<file path="src/rtl/g_andn_qual.sv">
// g_andn_qual: N-input AND gate with a per-input polarity mask, an optional
// input synchroniser and a persistence qualifier on the AND term.
// Y moves only after the term has held its new value for QUAL_CYC
// consecutive CE-enabled cycles. YR/YF pulse for the single cycle in which
// Y first shows its new value.
//
// Optional feature macro: G_QUAL_STICKY_EN
//   Defined:   adds the CLR port. Y latches high once qualified and is only
//              released by a synchronous CLR, which wins over everything else.
//   Undefined: no CLR port. Y falls only through fall qualification.
//
// state   | meaning
// --------+-------------------------------------------------------------
// ST_LOW  | Y=0, term false or not yet seen true on an enabled cycle
// ST_RQ   | Y=0, term true, counting enabled cycles toward a rise
// ST_HIGH | Y=1, term true (or latched when sticky)
// ST_FQ   | Y=1, term false, counting enabled cycles toward a fall

module g_andn_qual #(
  parameter int              N           = 4,
  parameter logic [N-1:0]    INV_MASK    = 4'b0011,
  parameter int              SYNC_STAGES = 2,
  parameter int              QUAL_CYC    = 4
) (
  input  logic         CK,
  input  logic         CD,
  input  logic         CE,
  input  logic [N-1:0] A,
`ifdef G_QUAL_STICKY_EN
  input  logic         CLR,
`endif
  output logic         Y,
  output logic         YR,
  output logic         YF
);

  // Wide enough to hold QUAL_CYC itself, so the count can saturate there.
  localparam int CW = $clog2(QUAL_CYC + 1);
  localparam logic [CW-1:0] QUAL_C = CW'(QUAL_CYC);

  typedef enum logic [1:0] {
    ST_LOW  = 2'd0,
    ST_RQ   = 2'd1,
    ST_HIGH = 2'd2,
    ST_FQ   = 2'd3
  } state_t;

  logic [N-1:0]  a_s;
  logic          term;

  state_t        state_q, state_d;
  logic [CW-1:0] cnt_q, cnt_d;
  logic          y_q, y_d;
  logic          yr_q, yr_d;
  logic          yf_q, yf_d;

  // ---------------------------------------------------------------------
  // Input synchroniser: free-running, deliberately not gated by CE.
  // ---------------------------------------------------------------------
  generate
    if (SYNC_STAGES == 0) begin : g_nosync
      assign a_s = A;
    end else begin : g_sync
      logic [SYNC_STAGES-1:0][N-1:0] sync_q, sync_d;

      // Shift A one stage deeper every clock.
      always_comb begin
        sync_d    = sync_q;
        sync_d[0] = A;
        for (int i = 1; i < SYNC_STAGES; i++) begin
          sync_d[i] = sync_q[i-1];
        end
      end

      // Synchroniser registers, cleared by CD.
      always_ff @(posedge CK or posedge CD) begin
        if (CD) begin
          sync_q <= '0;
        end else begin
          sync_q <= sync_d;
        end
      end

      assign a_s = sync_q[SYNC_STAGES-1];
    end
  endgenerate

  // Inverted inputs are active low, so XOR with the mask before the AND.
  assign term = &(a_s ^ INV_MASK);

  // ---------------------------------------------------------------------
  // Qualifier FSM
  // ---------------------------------------------------------------------

  // Next state and count: defaults hold, so CE=0 freezes the counter while
  // a reversal of the term still aborts the qualify.
  always_comb begin
    state_d = state_q;
    cnt_d   = cnt_q;

    unique case (state_q)
      ST_LOW: begin
        if (term && CE) begin
          if (QUAL_CYC == 1) begin
            state_d = ST_HIGH;
            cnt_d   = '0;
          end else begin
            state_d = ST_RQ;
            cnt_d   = CW'(1);
          end
        end
      end

      ST_RQ: begin
        if (!term) begin
          state_d = ST_LOW;
          cnt_d   = '0;
        end else if (CE) begin
          if (cnt_q == QUAL_C - 1'b1) begin
            state_d = ST_HIGH;
            cnt_d   = '0;
          end else if (cnt_q != QUAL_C) begin
            cnt_d = cnt_q + 1'b1;
          end
        end
      end

      ST_HIGH: begin
`ifndef G_QUAL_STICKY_EN
        if (!term && CE) begin
          if (QUAL_CYC == 1) begin
            state_d = ST_LOW;
            cnt_d   = '0;
          end else begin
            state_d = ST_FQ;
            cnt_d   = CW'(1);
          end
        end
`endif
      end

      ST_FQ: begin
        if (term) begin
          state_d = ST_HIGH;
          cnt_d   = '0;
        end else if (CE) begin
          if (cnt_q == QUAL_C - 1'b1) begin
            state_d = ST_LOW;
            cnt_d   = '0;
          end else if (cnt_q != QUAL_C) begin
            cnt_d = cnt_q + 1'b1;
          end
        end
      end

      default: begin
        state_d = ST_LOW;
        cnt_d   = '0;
      end
    endcase

`ifdef G_QUAL_STICKY_EN
    // Clear overrides any qualify in progress, including one completing now.
    if (CLR) begin
      state_d = ST_LOW;
      cnt_d   = '0;
    end
`endif
  end

  // Y follows the next state so it appears on the same edge the FSM settles;
  // edge pulses compare that against the current Y.
  always_comb begin
    y_d  = (state_d == ST_HIGH) || (state_d == ST_FQ);
    yr_d = y_d & ~y_q;
    yf_d = ~y_d & y_q;
  end

  // FSM, counter and output registers; CD clears without issuing a pulse.
  always_ff @(posedge CK or posedge CD) begin
    if (CD) begin
      state_q <= ST_LOW;
      cnt_q   <= '0;
      y_q     <= 1'b0;
      yr_q    <= 1'b0;
      yf_q    <= 1'b0;
    end else begin
      state_q <= state_d;
      cnt_q   <= cnt_d;
      y_q     <= y_d;
      yr_q    <= yr_d;
      yf_q    <= yf_d;
    end
  end

  assign Y  = y_q;
  assign YR = yr_q;
  assign YF = yf_q;

endmodule

</file>
<file path="config.mk">
export PLATFORM = sky130hd
export DESIGN_NAME = g_andn_qual
export DESIGN_NICKNAME = d
export VERILOG_FILES = /design/src/rtl/g_andn_qual.sv
export SDC_FILE = /design/constraint.sdc
export NUM_CORES = 1
export LEC_CHECK = 0
export CAP_MARGIN = 10
export CORE_AREA = 2 2 39 41
export DETAILED_ROUTE_END_ITERATION = 10
export DIE_AREA = 0 0 41 43
export PLACE_DENSITY = 0.72
export SLEW_MARGIN = 10
export SYNTH_ARGS = -nofsm -noshare
export SYNTH_HDL_FRONTEND = slang
export SYNTH_SLANG_ARGS = --single-unit
export TNS_END_PERCENT = 10
</file>
<file path="constraint.sdc">
create_clock -name CK -period 3.7 [get_ports CK]
set_input_delay 0.555 -clock CK [delete_from_list [all_inputs] [get_ports CK]]
set_output_delay 0.555 -clock CK [all_outputs]
set_load 0.03 [all_outputs]
</file>
# After elaboration in Yosys (flattened, before gate mapping)

Index checks and enable logic that the tools add are counted.

$add $sub $neg: 1
Eq/ne operators: 9
Mux-type cells: 17
Bitwise logic cells: 5
Reduce and logical (&&, ||, !) cells: 7

Operator list:

| cell                | number |
|---|---|
| $mux 3              | 7 |
| $mux 2              | 8 |
| $pmux 3 s4          | 1 |
| $eq 2x2->1 const B  | 4 |
| $pmux 2 s4          | 1 |
| $ne 2x2->1 const B  | 2 |
| $reduce_and 4->1    | 1 |
| $add 3x1->3 const B | 1 |
| $eq 3x2->1 const B  | 1 |
| $ne 3x3->1 const B  | 1 |
| $and 1x1->1         | 2 |
| $eq 2x1->1 const B  | 1 |
| $logic_and 1x1->1   | 2 |
| $logic_not 2->1     | 1 |
| $not 1->1           | 2 |
| $not 2->2           | 1 |
| $reduce_and 2->1    | 1 |
| $logic_not 1->1     | 1 |
| $logic_or 1x1->1    | 1 |

Bits in registers: 16
Bits of input ports: 7
Output and inout bits: 3

# Logic depth before layout (Yosys ltp)

Gate-level depths: netlist of run 1.

Depth in word-level cells: 10
Mapped depth: 6

# Worst setup path after synthesis of run 1

OpenSTA, ideal clock, no wires.

Path type: register to register
Start point: register cnt_q[0]
End point: register yf_q, in the netlist YF
Setup time: 67 ps
Data arrival time: 1301 ps
Data required time: 3633 ps
Setup slack: 2332 ps
Cell stages (with the launch flop): 6
Period minus slack after synthesis: 1368 ps
Cells stage by stage: dfrtp_1 ha_1 ha_1 nand3_1 mux2i_1 and2_1

Longest elaborated chain between the ends: 9

Ends and longest elaborated chain:

| item                             | line     | text |
|---|---|---|
| from (decl)                      | 52       | `logic [CW-1:0] cnt_q, cnt_d;` |
| from (signal assigned)           | 189      | `cnt_q <= cnt_d;` |
| $eq 3x2->1 (*)                   | 119, 147 |  |
| $mux 2, on equally long branches | 147, 119 |  |
| $mux 2, on equally long branches | 146, 118 |  |
| $mux 2, on equally long branches | 143, 115 |  |
| $pmux 2 s4 (*)                   | 101      | `unique case (state_q)` |
| $eq 2x2->1                       | 174      | `y_d = (state_d == ST_HIGH) \|\| (state_d == ST_FQ);` |
| $logic_or 1x1->1 (*)             | 174      |  |
| $not 1->1 (*)                    | 176      | `yf_d = ~y_d & y_q;` |
| $and 1x1->1 (*)                  | 176      |  |
| net yf_d                         | 55       | `logic yf_q, yf_d;` |
| to (signal assigned)             | 192      | `yf_q <= yf_d;` |
| to (decl)                        | 55       |  |

The timed path passes the listed nets; every way through them passes the cells marked *.
A chain may end at the register's enable or synchronous reset.

# Final worst setup path of run 1

Start point: register y_q, in the netlist Y
End point: output port Y

RTL lines:

| item                   | line | text |
|---|---|---|
| from (decl)            | 53   | `logic y_q, y_d;` |
| from (signal assigned) | 190  | `y_q <= y_d;` |
| to (decl)              | 32   | `output logic Y,` |

No word-level cell between the ends.

==> results of run 1 <==
-- registers in the layout (all words and copies together) (netlist names) --
signal	cells
state_q	2
cnt_q	3
YF	1
g_sync.sync_d	4
YR	1
Y	1
a_s	4
-- routing by layer --
layer  up-vias  routed length (µm)
li1        194                   -
met4         0                  44
met3         5                  57
met1       180                 364
met5         -                   0
met2        11                 449
-- power by group --
part / leakage [nW] / switching, W / internal [W]
clock: 0.0210 / 0.0000532 / 0.0000600
combinational: 0.156 / 0.0000172 / 0.0000180
sequential: 0.202 / 0.00000533 / 0.000184
total: 0.378 / 0.0000757 / 0.000262
-- cell type report --
cell class / instances / area (µm²) / area share (%)
multi-input combinational: 26 / 203 / 26.1
timing repair buffer: 9 / 90.1 / 11.6
inverter: 7 / 26.3 / 3.39
clock buffer: 4 / 36.3 / 4.68
sequential: 16 / 400 / 51.6
tap: 16 / 20.0 / 2.58
-- kinds of logic (layout without fill, tap and decap cells) --
family	count (synthesis)	in the layout	synth area share (%)
DFF	16	16	63.2
AOI/OAI and AO/OA	10	10	11.5
and+or+nand+nor	10	10	8.10
buffers and inverters	8	20	4.74
adders and majority gates	3	3	5.93
muxes	2	2	3.95
xor gates and xnor gates	1	1	2.57
-- synth_stat cells, drive strengths merged, types with 2 or more instances --
cell | count | share of area, %
dfrtp | 16 | 63
inv | 7 | 4.2
nand2 | 4 | 2.4
ha | 3 | 5.9
o21ai | 3 | 2.4
nand3 | 2 | 1.6
nor2 | 2 | 1.2
o22ai | 2 | 3.0
-- final timing paths --
check                                  from  endpoint  slack (ns)  depth (start not counted)
max                                       Y         Y        1.81                          1
max in group asynchronous                CD  cnt_q[2]        2.73                          2
min                        g_sync.sync_d[4]    a_s[0]        0.35                          0
min reg2reg                g_sync.sync_d[4]    a_s[0]        0.35                          0
max reg2reg                        cnt_q[0]        YF        2.15                          5
min in group asynchronous                CD    a_s[1]        0.60                          2
-- through the flow --
| stage | hold WS, ns | total power, W | util [%] | instances | worst slack [ns] |
|---|---|---|---|---|---|
| 2_1_floorplan | 0.331 | 0.000215 | - | 50 | 2.33 |
| 4_1_cts | 0.355 | 0.000345 | 56.1 | 78 | 1.79 |
| 6_report | 0.353 | 0.000337 | 56.1 | 78 | 1.81 |
| 5_1_grt | 0.365 | 0.000359 | 56.1 | 78 | 1.76 |
| 3_5_place_dp | 0.335 | 0.000229 | 53.4 | 74 | 1.83 |
| 3_3_place_gp | 0.332 | 0.000228 | 53.4 | 74 | 1.90 |
==> qor.json, run 1 <==
{
  "min_path_type": {"value": "reg -> reg"},
  "setup_tns": {"value": 0, "unit": "ns"},
  "clk-insertion-delay-late": {"value": 0.29, "unit": "ns"},
  "1st_iter_drt_viols": {"value": 2},
  "maxSlewHeadroom": {"value": 62.6, "unit": "%"},
  "pin_count_of_the_biggest_net_entering_global_routing": {"value": 17},
  "layout.cells.most_common": {"value": "sky130_fd_sc_hd__dfrtp_1"},
  "postCtsSetupRepairBufs": {"value": 0},
  "final_max_slew_viol_count": {"value": 0},
  "use_met1": {"value": 15.5, "unit": "%"},
  "vias": {"value": 390},
  "area.growth.synth_to_final": {"value": 22.5, "unit": "%"},
  "postSynthAreaPerCell": {"value": 12.7, "unit": "µm²"},
  "worst_clock_skew": {"value": 0.00571, "unit": "ns"},
  "clk_transition_reported_paths": {"value": 0.09, "unit": "ns"},
  "p_leak": {"value": 0.378, "unit": "nW"},
  "cp_slowest_stage_delay": {"value": 0.68, "unit": "ns"},
  "insertedDiodeCount": {"value": 0},
  "floorplan.initialDensity": {"value": 45.8, "unit": "%"},
  "crit_path_cells": {"value": "clkdlybuf4s50_1"},
  "worst_path_dominant_cell_family": {"value": "buffers and inverters"},
  "antenna_found_initial": {"value": 0},
  "grt_pass1_wl": {"value": 1540, "unit": "µm"},
  "route.detailed.wl_per_inst": {"value": 11.7, "unit": "µm"},
  "yosysUniqueCellTypes": {"value": 20},
  "cts_buffer_depth": {"value": 2},
  "unrepaired_setup_endpoints_after_global_routing": {"value": "false"},
  "worst_setup_path_end_kind": {"value": "output pin"},
  "fp.dieH": {"value": 43, "unit": "µm"},
  "floorplan.die.width": {"value": 41, "unit": "µm"},
  "busiest_layer_in_global_routing": {"value": "met2"},
  "crit_path_top_delay_cell": {"value": "sky130_fd_sc_hd__clkdlybuf4s50_1"},
  "layout.cells.most_common_list": {"value": "sky130_fd_sc_hd__dfrtp_1, sky130_fd_sc_hd__clkdlybuf4s50_1, sky130_fd_sc_hd__inv_1"},
  "timing.final.crit_period": {"value": 1.89, "unit": "ns"},
  "postSynth.topFlopCell": {"value": "sky130_fd_sc_hd__dfrtp_1"},
  "worstSetupPathType": {"value": "reg -> out"},
  "synthCells": {"value": 50},
  "wl": {"value": 916, "unit": "µm"},
  "synth-seq-area-share": {"value": 63.2, "unit": "%"},
  "worstPathRequired": {"value": 3.14, "unit": "ns"},
  "mappedNetlistArea": {"value": 633, "unit": "µm²"},
  "globalRoute.totalOverflow": {"value": 0},
  "globalplace.congestion": {"value": 0.579},
  "cts-resized-gates": {"value": 0},
  "maxCapViolations": {"value": 0},
  "max_freq": {"value": 530, "unit": "MHz"},
  "worstSetupStartpointType": {"value": "register"},
  "viasPerCell": {"value": 5.00},
  "timing.critical_path.fanout_max": {"value": 3},
  "route.antenna.remaining_nets": {"value": 0},
  "port_buffers": {"value": 9},
  "final_cell_area": {"value": 776, "unit": "µm²"},
  "worst_ep_arrival_time": {"value": 1.33, "unit": "ns"},
  "report.final.setup_viol": {"value": 0},
  "finalCritPeriodShare": {"value": 51.0, "unit": "%"},
  "grtUsageMet2": {"value": 20.6, "unit": "%"},
  "finalHoldViolations": {"value": 0},
  "power_density": {"value": 435, "unit": "nW/µm²"},
  "nFillCells": {"value": 135},
  "nets": {"value": 73},
  "ios": {"value": 10},
  "drc_errors": {"value": 0},
  "rows": {"value": 14},
  "clock_tree.htree_level_count": {"value": 1},
  "grt_util_met3": {"value": 5.76, "unit": "%"},
  "cts_tree": {"value": "yes"},
  "vdd_ir_max": {"value": 0.245, "unit": "mV"},
  "postSynth.asyncResetShare": {"value": 100, "unit": "%"},
  "number_of_enable_flip_flop_cells_after_synthesis": {"value": 0},
  "grt_use_total": {"value": 14.7, "unit": "%"},
  "drt_first_pass_iters": {"value": 4},
  "tightest_slew": {"value": 0.560, "unit": "ns"},
  "buffer_cell_driving_the_clock_tree_root": {"value": "sky130_fd_sc_hd__clkbuf_4"},
  "crit_buf_inv": {"value": 1},
  "dpl.hpwl": {"value": 703, "unit": "µm"},
  "number_of_nets_produced_by_synthesis": {"value": 60},
  "layout-drive-gt1-share": {"value": 12.9, "unit": "%"},
  "clock_buffer_count_from_cts": {"value": 3},
  "dieArea": {"value": 1760, "unit": "µm²"},
  "coreArea": {"value": 1380, "unit": "µm²"},
  "dpl_cell_area": {"value": 739, "unit": "µm²"},
  "status": {"value": "complete, no violations"},
  "postSynthRegisterBits": {"value": 16},
  "tritoncts_num_sinks": {"value": 16},
  "hold_buffers": {"value": 0},
  "vias_in_the_first_global_route": {"value": 366},
  "synth-warning-count": {"value": 0}
}
No activity file was read; power rests on OpenSTA's default activity.
==> run 2: changes to the inputs <==
- CORE_AREA: 2 2 39 41 -> default
- CORE_MARGIN: default -> 2
- CORE_UTILIZATION: default -> 44
- DIE_AREA: 0 0 41 43 -> default
- PLACE_DENSITY: 0.72 -> 0.7
- clock period: 3.7 -> 1.7 ns (I/O delays scaled with it)
==> qor.json, run 2 (same netlist as run 1, synthesis figures left out) <==
{
  "status": {"value": "complete, no violations"},
  "layout.cells.most_common": {"value": "sky130_fd_sc_hd__dfrtp_1"},
  "drc_errors": {"value": 0, "change": "unchanged"},
  "layout-drive-gt1-share": {"value": 12.9, "unit": "%", "change": "unchanged"},
  "vias": {"value": 388, "change": "-0.51%"},
  "min_path_type": {"value": "in -> async"},
  "wl": {"value": 782, "unit": "µm", "change": "-15%"},
  "unrepaired_setup_endpoints_after_global_routing": {"value": "false"},
  "route.antenna.remaining_nets": {"value": 0, "change": "unchanged"},
  "p_leak": {"value": 0.378, "unit": "nW", "change": "unchanged"},
  "insertedDiodeCount": {"value": 0, "change": "unchanged"},
  "port_buffers": {"value": 9, "change": "unchanged"},
  "worstPathRequired": {"value": 1.44, "unit": "ns", "change": "-1.70 ns"},
  "max_freq": {"value": 636, "unit": "MHz"},
  "coreArea": {"value": 1320, "unit": "µm²", "change": "-4.8%"},
  "crit_buf_inv": {"value": 1, "change": "unchanged"},
  "vdd_ir_max": {"value": 0.531, "unit": "mV", "change": "+120%"},
  "timing.critical_path.fanout_max": {"value": 3, "change": "unchanged"},
  "worst_clock_skew": {"value": 0.00164, "unit": "ns", "change": "-0.00407 ns"},
  "finalHoldViolations": {"value": 0, "change": "unchanged"},
  "worst_path_dominant_cell_family": {"value": "buffers and inverters"},
  "crit_path_top_delay_cell": {"value": "sky130_fd_sc_hd__clkdlybuf4s50_1"},
  "path_depth": {"value": 1, "change": "unchanged"},
  "cts_tree": {"value": "yes"},
  "clk-insertion-delay-late": {"value": 0.27, "unit": "ns", "change": "-0.02 ns"},
  "post-place-ws": {"value": 0.155, "unit": "ns", "change": "-1.68 ns"},
  "nFillCells": {"value": 113, "change": "-16%"},
  "ios": {"value": 10, "change": "unchanged"},
  "power_density": {"value": 930, "unit": "nW/µm²", "change": "+110%"},
  "crit_path_cells": {"value": "clkdlybuf4s50_1"},
  "ff2ff_path_depth": {"value": 5, "change": "unchanged"},
  "timing.final.crit_period": {"value": 1.57, "unit": "ns"},
  "vias_in_the_first_global_route": {"value": 366, "change": "unchanged"},
  "tritoncts_num_sinks": {"value": 16, "change": "unchanged"},
  "1st_iter_drt_viols": {"value": 1, "change": "-1"},
  "route.detailed.wl_per_inst": {"value": 10.2, "unit": "µm", "change": "-14%"},
  "drt_first_pass_iters": {"value": 4, "change": "unchanged"},
  "maxSlewHeadroom": {"value": 62.9, "unit": "%", "change": "+0.24 points"},
  "nets": {"value": 73, "change": "unchanged"},
  "pin_count_of_the_biggest_net_entering_global_routing": {"value": 17, "change": "unchanged"},
  "finalCritPeriodShare": {"value": 92.5, "unit": "%"},
  "regArea": {"value": 400, "unit": "µm²", "change": "unchanged"},
  "postCtsSetupRepairBufs": {"value": 0, "change": "unchanged"},
  "grt_pass1_wl": {"value": 1440, "unit": "µm", "change": "-6.2%"},
  "clk_transition_reported_paths": {"value": 0.08, "unit": "ns", "change": "about the same"},
  "dpl.hpwl": {"value": 615, "unit": "µm", "change": "-12%"},
  "worstSetupStartpointType": {"value": "register"},
  "worst_ep_arrival_time": {"value": 1.32, "unit": "ns", "change": "about the same"},
  "worst_setup_path_end_kind": {"value": "output pin"},
  "antenna_found_initial": {"value": 0, "change": "unchanged"},
  "maxCapViolations": {"value": 0, "change": "unchanged"},
  "floorplan.initialDensity": {"value": 48.1, "unit": "%", "change": "+2.3 points"},
  "hold_buffers": {"value": 0, "change": "unchanged"},
  "layout.cells.most_common_list": {"value": "sky130_fd_sc_hd__dfrtp_1, sky130_fd_sc_hd__clkdlybuf4s50_1, sky130_fd_sc_hd__inv_1"},
  "cp_slowest_stage_delay": {"value": 0.67, "unit": "ns", "change": "about the same"},
  "tightest_slew": {"value": 0.557, "unit": "ns", "change": "-0.00353 ns"},
  "setup_tns": {"value": 0, "unit": "ns", "change": "unchanged"},
  "cts_buffer_depth": {"value": 2, "change": "unchanged"},
  "grt_use_total": {"value": 10.4, "unit": "%", "change": "-4.2 points"},
  "fp.dieH": {"value": 41.9, "unit": "µm", "change": "-2.5%"},
  "clock_buffer_count_from_cts": {"value": 3, "change": "unchanged"},
  "worstSetupPathType": {"value": "reg -> out"},
  "postLayoutSetupSlackWorst": {"value": 0.128, "unit": "ns", "change": "-1.69 ns"},
  "area_of_combinational_cells_with_multiple_inputs": {"value": 203, "unit": "µm²", "change": "unchanged"},
  "post-route-util": {"value": 58.8, "unit": "%", "change": "+2.7 points"},
  "rows": {"value": 13, "change": "-1"},
  "report.final.setup_viol": {"value": 0, "change": "unchanged"},
  "globalplace.congestion": {"value": 0.744, "change": "+28%"},
  "cts-resized-gates": {"value": 0, "change": "unchanged"},
  "dieArea": {"value": 1760, "unit": "µm²", "change": "-0.28%"},
  "buffer_cell_driving_the_clock_tree_root": {"value": "sky130_fd_sc_hd__clkbuf_4"},
  "final_max_slew_viol_count": {"value": 0, "change": "unchanged"},
  "globalRoute.totalOverflow": {"value": 0, "change": "unchanged"},
  "viasPerCell": {"value": 5.04, "change": "+0.78%"},
  "floorplan.die.width": {"value": 41.9, "unit": "µm", "change": "+2.3%"},
  "clock_tree.htree_level_count": {"value": 1, "change": "unchanged"},
  "area.growth.synth_to_final": {"value": 22.3, "unit": "%"}
}
## run 2: cell counts in the layout (fill, tap and decap cells not counted)
Identical to the previous run, type by type.
## run 2: metrics by stage
stage,power (W),hold WS (ns),instance area [µm²],cells
6_report,0.000720,0.326,774,77
5_1_grt,0.000765,0.362,774,77
4_1_cts,0.000735,0.336,774,77
3_5_place_dp,0.000496,0.335,738,73
3_3_place_gp,0.000494,0.331,738,73
2_1_floorplan,0.000468,0.169,633,50
## run 2: worst paths after layout
path	startpoint	end	slack (ns)
worst max register to register	cnt_q[0]	YF	0.18
min in group CK	g_sync.sync_d[7]	a_s[3]	0.35
worst max-delay path	Y	Y	0.13
worst min-delay path	CD	a_s[3]	0.33
worst min register to register	g_sync.sync_d[7]	a_s[3]	0.35
max in group asynchronous	CD	g_sync.sync_d[7]	1.01
## run 2: report_power, final
part	total (W)	internal, W	leakage, nW	switching, W
registers	0.000411	0.000400	0.202	0.0000116
logic	0.0000762	0.0000391	0.156	0.0000371
clock network	0.000233	0.000130	0.0210	0.000103
## run 2: layer usage
layer / up-vias / GRT usage, % / part of all wire (%)
met2: 9 / 16.9 / 48
met4: 0 / 3.87 / 0
met5: - / 0 / 0
li1: 192 / - / -
met1: 187 / 14.0 / 46
met3: 0 / 1.74 / 5.6
## run 2: worst register-to-register path: stages, from the launching register on
cell                      delay (ns)
sky130_fd_sc_hd__dfrtp_1        0.42
sky130_fd_sc_hd__ha_1           0.22
sky130_fd_sc_hd__ha_1           0.22
sky130_fd_sc_hd__nand3_1        0.11
sky130_fd_sc_hd__mux2i_1        0.32
sky130_fd_sc_hd__and2_1         0.17
## run 2: cell type report
type	instances	share of cell area [%]
flip-flops and latches	16	51.7
inverters	7	3.39
well taps	15	2.42
repair buffers	9	11.6
multi-input cells	26	26.2
clock buffers	4	4.68
==> RTL change 1 (settings of run 1) <==
Register the inputs `CE` and `A` before use. The logic sees them one clock later. Comments in the files are not updated.
--- a/src/rtl/g_andn_qual.sv
+++ b/src/rtl/g_andn_qual.sv
@@ -45,6 +45,14 @@
     ST_FQ   = 2'd3
   } state_t;
 
+  logic CE_q;
+  logic [N-1:0] A_q;
+
+  always_ff @(posedge CK) begin
+    CE_q <= CE;
+    A_q  <= A;
+  end
+
   logic [N-1:0]  a_s;
   logic          term;
 
@@ -59,14 +67,14 @@
   // ---------------------------------------------------------------------
   generate
     if (SYNC_STAGES == 0) begin : g_nosync
-      assign a_s = A;
+      assign a_s = A_q;
     end else begin : g_sync
       logic [SYNC_STAGES-1:0][N-1:0] sync_q, sync_d;
 
       // Shift A one stage deeper every clock.
       always_comb begin
         sync_d    = sync_q;
-        sync_d[0] = A;
+        sync_d[0] = A_q;
         for (int i = 1; i < SYNC_STAGES; i++) begin
           sync_d[i] = sync_q[i-1];
         end
@@ -100,7 +108,7 @@
 
     unique case (state_q)
       ST_LOW: begin
-        if (term && CE) begin
+        if (term && CE_q) begin
           if (QUAL_CYC == 1) begin
             state_d = ST_HIGH;
             cnt_d   = '0;
@@ -115,7 +123,7 @@
         if (!term) begin
           state_d = ST_LOW;
           cnt_d   = '0;
-        end else if (CE) begin
+        end else if (CE_q) begin
           if (cnt_q == QUAL_C - 1'b1) begin
             state_d = ST_HIGH;
             cnt_d   = '0;
@@ -127,7 +135,7 @@
 
       ST_HIGH: begin
 `ifndef G_QUAL_STICKY_EN
-        if (!term && CE) begin
+        if (!term && CE_q) begin
           if (QUAL_CYC == 1) begin
             state_d = ST_LOW;
             cnt_d   = '0;
@@ -143,7 +151,7 @@
         if (term) begin
           state_d = ST_HIGH;
           cnt_d   = '0;
-        end else if (CE) begin
+        end else if (CE_q) begin
           if (cnt_q == QUAL_C - 1'b1) begin
             state_d = ST_LOW;
             cnt_d   = '0;
Function: changed (Yosys sat finds a counterexample within 10 cycles, from zero or initial values).
==> RTL change 1 against run 1 <==
  * Design area grew 8.5%
  * Wire length decreased by 5.2%
  * Largest cell class unchanged
  * Die area stayed put
  * Synthesized area is 11% higher
  * Sequential cell count up 5
  * Count of clock-buffer cells in the layout unchanged
  * Hold slack worse by 0.018 ns
  * Critical path type unchanged
  * Clock power shrank 12%
  * Clock skew fell by 0.0049 ns
  * Worst setup slack gained 0.018 ns
  * Critical path depth unchanged
  * Power rose by 10%
==> RTL change 1: results (changes against run 1) <==
stage	metric	value	unit	change
cells_and_area	drive_above_1_share	0.111		-0.0179
global_route	grt_use_total	0.136		-0.0108
synth	synth.area.top_cells	dfrtp_1, dfxtp_1, ha_1		
drt	wl_met1	340	um	-6.6%
critical_path	cp.arrival	1.31	ns	-0.02 ns
outcome	outcome	complete, no violations		
cells_and_area	instances_no_fill	79		+1.3%
drt	routed_wl	868	um	-5.2%
power	p_leak	0.408	nW	+7.8%
synth	synth_common_cells	dfrtp_1, inv_1, dfxtp_1		
synth	synthXorXnorAreaFrac	0.0230		-0.00264
synth	synth_cell_types	17		-15%
global_route	grt_pass1_wl	1500	um	-2.7%
drt	wl_met2	490	um	+9.1%
timing	max_slew.worst_pin.slew	0.581	ns	+0.0206 ns
drt	dr.pass1.iters	2		-2
global_route	grt_pass1_vias	374		+2.2%
placement	post-dp-hpwl	669	um	-4.8%
synth	async_flop_share	0.762		-0.238
synth	synth_top_area_share	0.567		-0.0650
synth	synthAdderAreaFrac	0.0532		-0.00610
timing	skew	0.000812	ns	-0.00490 ns
synth	ys_seq_area_frac	0.709		+0.0768
synth	synth_compound_area_frac	0.0833		-0.0313
drt	via_per_inst	5.04		+0.76%
timing	min_period	1.87	ns	-0.0184 ns
placement	place.gp.congestion	0.638		+10%
==> RTL change 1: power breakdown <==
group,switching (mW),internal [mW],leakage [nW]
clock,0.0584,0.0418,0.0150
sequential,0.00595,0.239,0.245
combinational,0.0120,0.0140,0.148
==> RTL change 1: metrics by stage <==
step	setup WS, ns	power [mW]	utilization	area [sq um]	hold WS, ns
after floorplan	2.33	0.264	-	706	0.316
after global placement	2.15	0.274	0.590	816	0.318
after detailed placement	2.15	0.276	0.590	816	0.322
after CTS	1.82	0.377	0.608	842	0.337
after global routing	1.75	0.392	0.608	842	0.340
final	1.83	0.371	0.608	842	0.334
==> RTL change 1: cell type report <==
cell class	instances	area [sq um]
clock buffers	4	26.3
fillers	116	542
inverters	6	22.5
multi-input cells	23	183
flip-flops and latches	21	500
well taps	16	20.0
repair buffers	9	90.1
==> RTL change 1: path summary, 6_finish.rpt <==
kind,from,end
hold reg to reg,A_q[3]$_DFF_P_,g_sync.sync_d[7]$_DFF_PP0_
setup reg to reg,cnt_q[0]$_DFFE_PP0P_,YF$_DFF_PP0_
min in group asynchronous,CD,g_sync.sync_d[7]$_DFF_PP0_
max in group asynchronous,CD,a_s[0]$_DFF_PP0_
setup / recovery,Y$_DFF_PP0_,Y
hold / removal,A_q[3]$_DFF_P_,g_sync.sync_d[7]$_DFF_PP0_
==> RTL change 1: per-layer routing <==
layer,up-vias,global-route usage
met1,198,0.150
met5,-,0
met4,0,0.100
li1,193,-
met2,5,0.203
met3,2,0.0471
==> RTL change 1: kinds of logic after synthesis <==
kind of cell,count (synthesis)
DFF,21
adders and majority gates,3
and+or+nand+nor,9
muxes,2
buffers and inverters,6
xor gates and xnor gates,1
AOI/OAI and AO/OA,8
==> RTL change 2 (settings of run 1) <==
Without the edit above. `SYNC_STAGES`: 2 -> 1.
--- a/src/rtl/g_andn_qual.sv
+++ b/src/rtl/g_andn_qual.sv
@@ -19,7 +19,7 @@
 module g_andn_qual #(
   parameter int              N           = 4,
   parameter logic [N-1:0]    INV_MASK    = 4'b0011,
-  parameter int              SYNC_STAGES = 2,
+  parameter int              SYNC_STAGES = 1,
   parameter int              QUAL_CYC    = 4
 ) (
   input  logic         CK,
Function: changed (a bounded check fails within 10 cycles, from zero or initial values).
==> RTL change 2 against run 1 <==
  * Combinational power fell by 28%
  * Via count fell by 14%
  * Worst setup slack improved by 0.035 ns
  * Wire length fell by 26%
  * Power fell by 21%
  * Clock power fell by 11%
  * Sequential cell count fell by 4
  * Final cell count fell by 10%
  * Hold slack improved by 0.097 ns
  * Design area fell by 16%
  * Synthesized area fell by 20%
==> RTL change 2: results (changes against run 1) <==
stage	metric	value	unit	change
drt	dr.pass1.iters	2		-2
cells_and_area	diodes	0		unchanged
synth	synth.avg_cell_area	12.3	sq um	-2.6%
power	p_sw_frac	0.211		-0.0133
drt	routed_wl	678	um	-26%
cells_and_area	instances_no_fill	70		-10%
placement	dp_cells	66		-11%
synth	ys_seq_area_frac	0.594		-0.0384
synth	synth_nets	51		-15%
drt	dr_wl_met3	40	um	-30%
synth	synth_common_cells	dfrtp_1, inv_1, ha_1, nand2_1, nor2_1		
power	ir_worst_vdd	0.267	mV	+8.9%
outcome	outcome	complete, no violations		
critical_path	cp.arrival	1.30	ns	-0.03 ns
drt	wl_met1	317	um	-13%
power	p_leak	0.324	nW	-14%
cells_and_area	largest_reg_flops	4		
timing	max_slew.worst_pin.slew	0.423	ns	-0.137 ns
timing	skew	0.00244	ns	-0.00326 ns
hold_path	hold_depth	1		+1
placement	dp_slack	1.89	ns	+0.0566 ns
clock_network	clock_latency	0.27	ns	-0.02 ns
timing	period_share	0.500		-0.00959
global_route	grt_use_total	0.103		-0.0439
hold_path	min_to	YR$_DFF_PP0_		
drt	vias	334		-14%
placement	dpl_cell_area	616	sq um	-17%
timing	whs	0.449	ns	+0.0966 ns
synth	synth_cell_types	16		-20%
critical_path	critical_path.top_delay_family	buffers and inverters		
global_route	grt_pass1_vias	309		-16%
critical_path	r2r_slack	2.18	ns	+0.03 ns
clock_network	path_clk_slew	0.07	ns	-0.02 ns
placement	post-dp-hpwl	518	um	-26%
cells_and_area	drive_above_1_share	0.148		+0.0191
global_route	grt_util_met1	0.118		-0.0373
global_route	grt_max_degree	13		-4
placement	place.gp.congestion	0.627		+8.1%
hold_path	hp-start	Y$_DFF_PP0_		
synth	synth.area.top_cells	dfrtp_1, ha_1, inv_1		
global_route	grtUsageMet2	0.141		-0.0656
drt	wl_met2	314	um	-30%
cells_and_area	fin_nets	65		-11%
global_route	grt_pass1_wl	1130	um	-26%
global_route	met3_usage	0.0471		-0.0105
-- RTL change 2: cell type report --
| type | count | area [sq um] | share of cell area |
|---|---|---|---|
| Clock buffer | 4 | 36.3 | 0.0557 |
| Inverter | 6 | 22.5 | 0.0345 |
| Multi-Input combinational cell | 23 | 183 | 0.280 |
| Sequential cell | 12 | 300 | 0.461 |
| Tap cell | 16 | 20.0 | 0.0307 |
| Timing Repair Buffer | 9 | 90.1 | 0.138 |
-- RTL change 2: how the worst max path moves through the flow --
| stage | from | end | cells past startpoint |
|---|---|---|---|
| after detailed placement | CE | YF$_DFF_PP0_ | 4 |
| final | Y$_DFF_PP0_ | Y | 1 |
| after global placement | CE | YF$_DFF_PP0_ | 4 |
| after global routing | Y$_DFF_PP0_ | Y | 1 |
| after floorplan | cnt_q[0]$_DFFE_PP0P_ | YF$_DFF_PP0_ | 5 |
| after CTS | Y$_DFF_PP0_ | Y | 1 |
-- RTL change 2: power groups by stage --
stage	clock (mW)	sequential, mW	combinational (mW)
2_1_floorplan	0	0.142	0.0155
3_3_place_gp	0	0.143	0.0252
3_5_place_dp	0	0.143	0.0258
4_1_cts	0.103	0.140	0.0262
5_1_grt	0.113	0.141	0.0289
6_report	0.101	0.140	0.0254
-- RTL change 2: kinds of logic after synthesis --
| group | synth area share |
|---|---|
| buffers and inverters | 0.0446 |
| multiplexers | 0.0396 |
| adder cells (fa/ha/maj) | 0.0743 |
| AO/OA/AOI/OAI | 0.116 |
| AND/OR/NAND/NOR | 0.0990 |
| XOR/XNOR | 0.0322 |
| flip-flops | 0.594 |
